===== src/rtl/weight_regfile_pkg.sv =====
// Shared types and default constants for the weight register file.
// The loader state encoding and the default parameter values live here so
// the top and the loader sub-module agree on them.
package weight_regfile_pkg;

    // Bulk-loader states
    typedef enum logic [1:0] {
        LD_IDLE = 2'd0,
        LD_LOAD = 2'd1,
        LD_DONE = 2'd2
    } ld_state_e;

    localparam int DEF_DATA_W   = 32;
    localparam int DEF_NUM_REGS = 32;
    localparam int DEF_TAG_W    = 4;
    localparam int DEF_WIN_BASE = 12;
    localparam int DEF_WIN_ROWS = 4;

    // Beat counter width; never narrower than one bit so a single-row
    // window still has a legal counter.
    function automatic int cnt_width(input int rows);
        return (rows > 1) ? $clog2(rows) : 1;
    endfunction

endpackage


===== src/rtl/weight_regfile_loader.sv =====
// Window bulk-loader control for weight_regfile.
// Three-process FSM (IDLE -> LOAD -> DONE -> IDLE) plus the beat counter.
// It only decides when a beat is written and at which window row; the
// storage array and the data path stay in the top.
module weight_regfile_loader
    import weight_regfile_pkg::*;
#(
    parameter int WIN_ROWS = DEF_WIN_ROWS,
    localparam int CNT_W   = cnt_width(WIN_ROWS)
) (
    input  logic             clk_i,
    input  logic             reset_n,
    input  logic             ld_start_i,
    input  logic             ld_valid_i,
    output logic             ld_ready_o,
    output logic             ld_busy_o,
    output logic             ld_done_o,
    output logic             win_valid_o,
    output logic             beat_we_o,
    output logic [CNT_W-1:0] beat_idx_o
);

    ld_state_e        state;
    ld_state_e        state_nxt;
    logic [CNT_W-1:0] cnt;
    logic             beat;
    logic             last_beat;

    // A beat is accepted whenever valid data arrives while loading.
    assign beat      = (state == LD_LOAD) && ld_valid_i;
    assign last_beat = beat && (cnt == CNT_W'(WIN_ROWS - 1));

    // State register; reset aborts any load in progress.
    always_ff @(posedge clk_i or negedge reset_n) begin
        if (!reset_n) begin
            state <= LD_IDLE;
        end else begin
            state <= state_nxt;
        end
    end

    // Next-state logic; a start request outside IDLE is ignored.
    always_comb begin
        state_nxt = state;
        case (state)
            LD_IDLE: if (ld_start_i) state_nxt = LD_LOAD;
            LD_LOAD: if (last_beat)  state_nxt = LD_DONE;
            LD_DONE: state_nxt = LD_IDLE;
            default: state_nxt = LD_IDLE;
        endcase
    end

    // Moore outputs decoded from the current state.
    always_comb begin
        ld_ready_o  = 1'b0;
        ld_busy_o   = 1'b0;
        ld_done_o   = 1'b0;
        win_valid_o = 1'b1;
        case (state)
            LD_LOAD: begin
                ld_ready_o  = 1'b1;
                ld_busy_o   = 1'b1;
                win_valid_o = 1'b0;
            end
            LD_DONE: ld_done_o = 1'b1;
            default: ;
        endcase
    end

    // Beat counter: cleared on start, advanced per accepted beat, held on stall.
    always_ff @(posedge clk_i or negedge reset_n) begin
        if (!reset_n) begin
            cnt <= '0;
        end else if ((state == LD_IDLE) && ld_start_i) begin
            cnt <= '0;
        end else if (beat) begin
            cnt <= cnt + CNT_W'(1);
        end
    end

    assign beat_we_o  = beat;
    assign beat_idx_o = cnt;

endmodule


===== src/rtl/weight_regfile.sv =====
// Tagged register file with a bulk-loadable weight window.
// Two combinational read ports plus a debug port, one core write port, and
// a streaming loader that fills registers WIN_BASE..WIN_BASE+WIN_ROWS-1.
// The window is exported packed on win_o, highest register in the low slice.
// Optional build macro: WEIGHT_REGFILE_BYPASS_EN forwards the same-cycle
// effective write to the read/debug ports; without it reads show the value
// stored before the clock edge.
module weight_regfile
    import weight_regfile_pkg::*;
#(
    parameter int DATA_W   = DEF_DATA_W,
    parameter int NUM_REGS = DEF_NUM_REGS,
    parameter int TAG_W    = DEF_TAG_W,
    parameter int WIN_BASE = DEF_WIN_BASE,
    parameter int WIN_ROWS = DEF_WIN_ROWS,
    localparam int ADDR_W  = $clog2(NUM_REGS)
) (
    input  logic                       clk_i,
    input  logic                       reset_n,
    input  logic [ADDR_W-1:0]          rs_addr_i,
    input  logic [ADDR_W-1:0]          rt_addr_i,
    output logic [DATA_W-1:0]          rs_data_o,
    output logic [DATA_W-1:0]          rt_data_o,
    input  logic [ADDR_W-1:0]          rd_addr_i,
    input  logic [DATA_W-1:0]          rd_data_i,
    input  logic [TAG_W-1:0]           rd_tag_i,
    input  logic                       reg_write_i,
    input  logic [ADDR_W-1:0]          dbg_addr_i,
    output logic [DATA_W-1:0]          dbg_data_o,
    output logic [TAG_W-1:0]           dbg_tag_o,
    input  logic                       ld_start_i,
    input  logic                       ld_valid_i,
    input  logic [DATA_W-1:0]          ld_data_i,
    output logic                       ld_ready_o,
    output logic                       ld_busy_o,
    output logic                       ld_done_o,
    output logic [DATA_W*WIN_ROWS-1:0] win_o,
    output logic                       win_valid_o
);

    localparam int CNT_W = cnt_width(WIN_ROWS);

    logic [DATA_W-1:0] regs [NUM_REGS];
    logic [TAG_W-1:0]  tags [NUM_REGS];

    logic              ld_we;
    logic [CNT_W-1:0]  ld_idx;
    logic [ADDR_W-1:0] ld_addr;
    logic              core_we;

    weight_regfile_loader #(
        .WIN_ROWS (WIN_ROWS)
    ) u_loader (
        .clk_i       (clk_i),
        .reset_n     (reset_n),
        .ld_start_i  (ld_start_i),
        .ld_valid_i  (ld_valid_i),
        .ld_ready_o  (ld_ready_o),
        .ld_busy_o   (ld_busy_o),
        .ld_done_o   (ld_done_o),
        .win_valid_o (win_valid_o),
        .beat_we_o   (ld_we),
        .beat_idx_o  (ld_idx)
    );

    // Loader target row inside the window.
    assign ld_addr = ADDR_W'(WIN_BASE) + ADDR_W'(ld_idx);

    // The loader owns a contended address: the core write is dropped there.
    assign core_we = reg_write_i && !(ld_we && (rd_addr_i == ld_addr));

    // Storage update; core and loader may both write when addresses differ.
    always_ff @(posedge clk_i or negedge reset_n) begin
        if (!reset_n) begin
            for (int i = 0; i < NUM_REGS; i++) begin
                regs[i] <= '0;
                tags[i] <= '0;
            end
        end else begin
            if (core_we) begin
                regs[rd_addr_i] <= rd_data_i;
                tags[rd_addr_i] <= rd_tag_i;
            end
            if (ld_we) begin
                regs[ld_addr] <= ld_data_i;
                tags[ld_addr] <= '0;
            end
        end
    end

`ifdef WEIGHT_REGFILE_BYPASS_EN
    // Effective same-cycle write seen by the bypass path (loader wins).
    logic              wr_en;
    logic [ADDR_W-1:0] wr_addr;
    logic [DATA_W-1:0] wr_data;
    logic [TAG_W-1:0]  wr_tag;

    assign wr_en   = ld_we || core_we;
    assign wr_addr = ld_we ? ld_addr   : rd_addr_i;
    assign wr_data = ld_we ? ld_data_i : rd_data_i;
    assign wr_tag  = ld_we ? '0        : rd_tag_i;

    // Read ports with forwarding of the write landing this cycle.
    always_comb begin
        rs_data_o  = regs[rs_addr_i];
        rt_data_o  = regs[rt_addr_i];
        dbg_data_o = regs[dbg_addr_i];
        dbg_tag_o  = tags[dbg_addr_i];
        if (wr_en && (rs_addr_i == wr_addr)) rs_data_o = wr_data;
        if (wr_en && (rt_addr_i == wr_addr)) rt_data_o = wr_data;
        if (wr_en && (dbg_addr_i == wr_addr)) begin
            dbg_data_o = wr_data;
            dbg_tag_o  = wr_tag;
        end
    end
`else
    // Read ports straight from storage; writes appear after the clock edge.
    always_comb begin
        rs_data_o  = regs[rs_addr_i];
        rt_data_o  = regs[rt_addr_i];
        dbg_data_o = regs[dbg_addr_i];
        dbg_tag_o  = tags[dbg_addr_i];
    end
`endif

    // Packed window: slice k carries register WIN_BASE+WIN_ROWS-1-k.
    for (genvar k = 0; k < WIN_ROWS; k++) begin : g_win
        assign win_o[DATA_W*(k+1)-1 -: DATA_W] = regs[WIN_BASE + WIN_ROWS - 1 - k];
    end

endmodule


===== config.mk =====
export PLATFORM = sky130hd
export DESIGN_NAME = weight_regfile
export DESIGN_NICKNAME = d
export VERILOG_FILES = /design/src/rtl/weight_regfile_pkg.sv /design/src/rtl/weight_regfile_loader.sv /design/src/rtl/weight_regfile.sv
export SDC_FILE = /design/constraint.sdc
export NUM_CORES = 2
export LEC_CHECK = 0
export BUFFER_PORTS_ARGS = -buffer_cell sky130_fd_sc_hd__buf_4
export CORE_ASPECT_RATIO = 1.25
export CORE_MARGIN = 8
export CORE_UTILIZATION = 40
export CTS_CLUSTER_DIAMETER = 30
export CTS_CLUSTER_SIZE = 16
export DETAILED_ROUTE_END_ITERATION = 10
export MAX_ROUTING_LAYER = met4
export PLACE_DENSITY = 0.52
export RECOVER_POWER = 50
export SLEW_MARGIN = 30
export SYNTH_ARGS = -nofsm -noshare
export SYNTH_HDL_FRONTEND = slang
export SYNTH_SLANG_ARGS = --single-unit

===== constraint.sdc =====
create_clock -name clk_i -period 4.72 [get_ports clk_i]
set_clock_uncertainty 0.05 [all_clocks]
set_input_delay 0.708 -clock clk_i [delete_from_list [all_inputs] [get_ports clk_i]]
set_output_delay 0.708 -clock clk_i [all_outputs]
set_load 0.1 [all_outputs]

==> impl_metrics.csv <==
group,metric,value,unit
synth,synth.distinct_cells,39,
timing,fin_setup_tns,0,ns
synth,yosysWarnings,0,
drt,met2WireLength,130200,microns
drt,drt-initial-drc-count,5341,
status,status,"complete, but fails checks",
setup_path,end_kind,"register",
layout,finalNonFillerCells,9318,
setup_path,start_kind,"input pin",
clock_tree,cts_buffers,237,
grt,grt_pass1_wl,417800,microns
synth,yosys-top-cells-count,"mux2i_1 (1,745), dfrtp_1 (1,156), mux2_2 (994)",
grt,first_global_vias,57942,
place,place_inst,8836,
synth,synth_top_area_cell,"dfrtp_1",
synth,ys_ff_latch,1156,
timing,fin_crit_sh,92.35,%
clock_tree,cts_buffer_depth,3,
layout,utilization,47.41,%
timing,period_needed,4.359,ns
drt,drt-pass1-iter-count,5,
place,dp_hpwl,183600,microns
clock_tree,h-tree-depth,4,
timing,final_hold_viol_count,0,
synth,synth_most_common_cell,"mux2i_1",
clock_tree,tritoncts,"done",
floorplanning,start_util,40.07,%
drt,drc_errors,0,
synth,synth_flop_cell,"dfrtp_1",
grt,grt_use_total,29.34,%
synth,synth-edff-count,0,
floorplanning,num_rows,175,
setup_path,cp.required,5.45,ns
timing,worst_pin_slew,4.144,ns
synth,synth_top_area_share,39.87,%
grt,gr-total-overflow,0,
power,power.density,544.1,mW/mm^2
drt,wl_met1,126700,microns
synth,syn_area_per_cell,10.92,sq um
grt,grt_max_degree,107,
synth,synth_area_leaders,"dfrtp_1 (40%), mux2i_1 (24%), mux2_2 (15%)",
drt,topRoutingLayerUsed,"met4",
hold_path,hp-class,"input pin to register",
place,place_ws,0.6292,ns
clock_tree,clkTransAtPathRegs,0.05,ns
synth,ys_seq_area_share,39.87,%
drt,wl_met3,22290,microns
floorplanning,ios,325,
clock_tree,insertion_delay,0.86,ns
floorplanning,core,0.1811,sq mm
synth,ys_async_sr_fraction,100.0,%
synth,syn_nets,6744,
setup_path,cp_cell_sequence,"clkbuf_1, nand4b_1, nor2_4, clkbuf_1, mux2_2",
drt,wirelength,289700,microns
place,place.gp.congestion,0.8671,
power,peakVddDrop,0.0004337,V
layout,syn_to_final_growth,18.31,%
drt,antenna_left,0,
clock_tree,cts.root.buffer_cell,"clkbuf_16",
clock_tree,cts.sinks,1156,
layout,drive_above_1_share,29.22,%
clock_tree,post_cts_buffers,0,
floorplanning,die_w,397.0,microns
timing,setup_viol,0,
power,power.leakage,0.04031,uW
drt,via_per_inst,6.191,
setup_path,crit_path_top_delay_cell,"clkbuf_1",
timing,relSlewSlack,-176.3,%
setup_path,critPathBufInv,2,
timing,timing.fmax,229.4,MHz
setup_path,path_common_cell,"clkbuf_1",
setup_path,critical_path_class,"input pin to register",
grt,antenna_found_initial,10,
timing,fin_ws,0.3610,ns
setup_path,cp_slowest_stage_delay,2.89,ns
timing,rsz0062_at_grt,"false",
timing,drv_slew,516,
setup_path,worstPathMaxFanout,36,
drt,detail_route.wl_per_cell,31.09,microns
status,violations,"max-capacitance violations, max-slew violations",
job,maxCapViolations,18,
drt,num_vias,57685,
place,port_buffers,324,
synth,synth.cell_area,0.07256,sq mm
setup_path,worst_ep_arrival_time,5.09,ns
floorplanning,die_h,492.2,microns
setup_path,crit_family,"buffers and inverters",
floorplanning,dieArea,0.1954,sq mm
layout,num-nets-final,6811,
synth,synthCells,6647,
## worst min-delay path, delay by kind of cell
family | cells | cell delay [ns]
and+or+nand+nor | 1 | 0.05
AOI/OAI and AO/OA | 1 | 0.06
buffers and inverters | 1 | 0.11
## stage by stage
step                      hold slack, ns  total power, uW  instance area (sq um)
after floorplan                   0.3624            25710                  72560
after global placement            0.4246            29170                  77400
after detailed placement          0.4303            29440                  77460
after CTS                     0.00001549            46800                  86020
after global routing             0.03356            48500                  85840
final                            0.06217            46710                  85850
## cell families after synthesis
family / share of synthesized area (%)
multiplexers: 39.71
adder cells (fa/ha/maj): 0.06898
AND/OR/NAND/NOR: 5.685
buffers and inverters: 5.244
AO/OA/AOI/OAI: 9.422
flip-flops: 39.87
## worst paths after layout
path	endpoint	from	slack [ns]	cells past startpoint
setup / recovery	register	rd_addr_i[3]	0.36	5
hold / removal	win_o[27]$_DFF_PN0_	ld_data_i[27]	0.06	3
setup reg to reg	win_o[5]$_DFF_PN0_	u_loader.state[1]$_DFFE_PN0P_	1.29	4
hold reg to reg	register	register	0.44	1
max in group asynchronous	win_o[72]$_DFF_PN0_	reset_n	0.72	4
min in group asynchronous	async pin	reset_n	1.46	2
## area by class of cell
type | count | area (sq um)
fill | 16692 | 95230
multi-input combinational | 4716 | 40060
sequential | 1156 | 28930
clock buffer | 283 | 6355
timing repair buffer | 599 | 5535
tap | 2389 | 2989
clock inverter | 159 | 1942
antenna | 12 | 30.03
inverter | 4 | 15.01
## metal layers
| metal | up-vias | track usage (%) |
|---|---|---|
| met3 | 603 | 5.993 |
| met5 | - | - |
| met4 | 0 | 10.29 |
| li1 | 24715 | - |
| met2 | 2399 | 44.25 |
| met1 | 29968 | 39.26 |
## timing repair
item / 4_1_cts / 5_1_grt
hold buffers: 27 / 0
gates resized for setup: 0 / 0
endpoints found under the hold margin: 135 / 0
endpoints found under the setup margin: 0 / 0
## cells in the final DEF (no fill, tap or decap), drive strengths merged, types with 4 or more instances in the layout
cell type,n
clkinvlp,28
nand3,304
nand2b,10
bufinv,27
a22o,202
dlygate4sd3,27
a21oi,300
a31oi,101
nand2,445
nor2b,9
and3,5
buf,547
inv,43
clkbuf,308
mux2,1008
mux2i,1745
nor3,103
a22oi,300
ha,4
nor2,30
diode,12
clkinv,65
o21ai,128
dfrtp,1156
## where the power goes
group	internal, uW	switching, uW
combinational	4810	9630
sequential	12200	2860
clock	11200	6080
total	28100	18600
No activity file was read; power rests on OpenSTA's default activity.
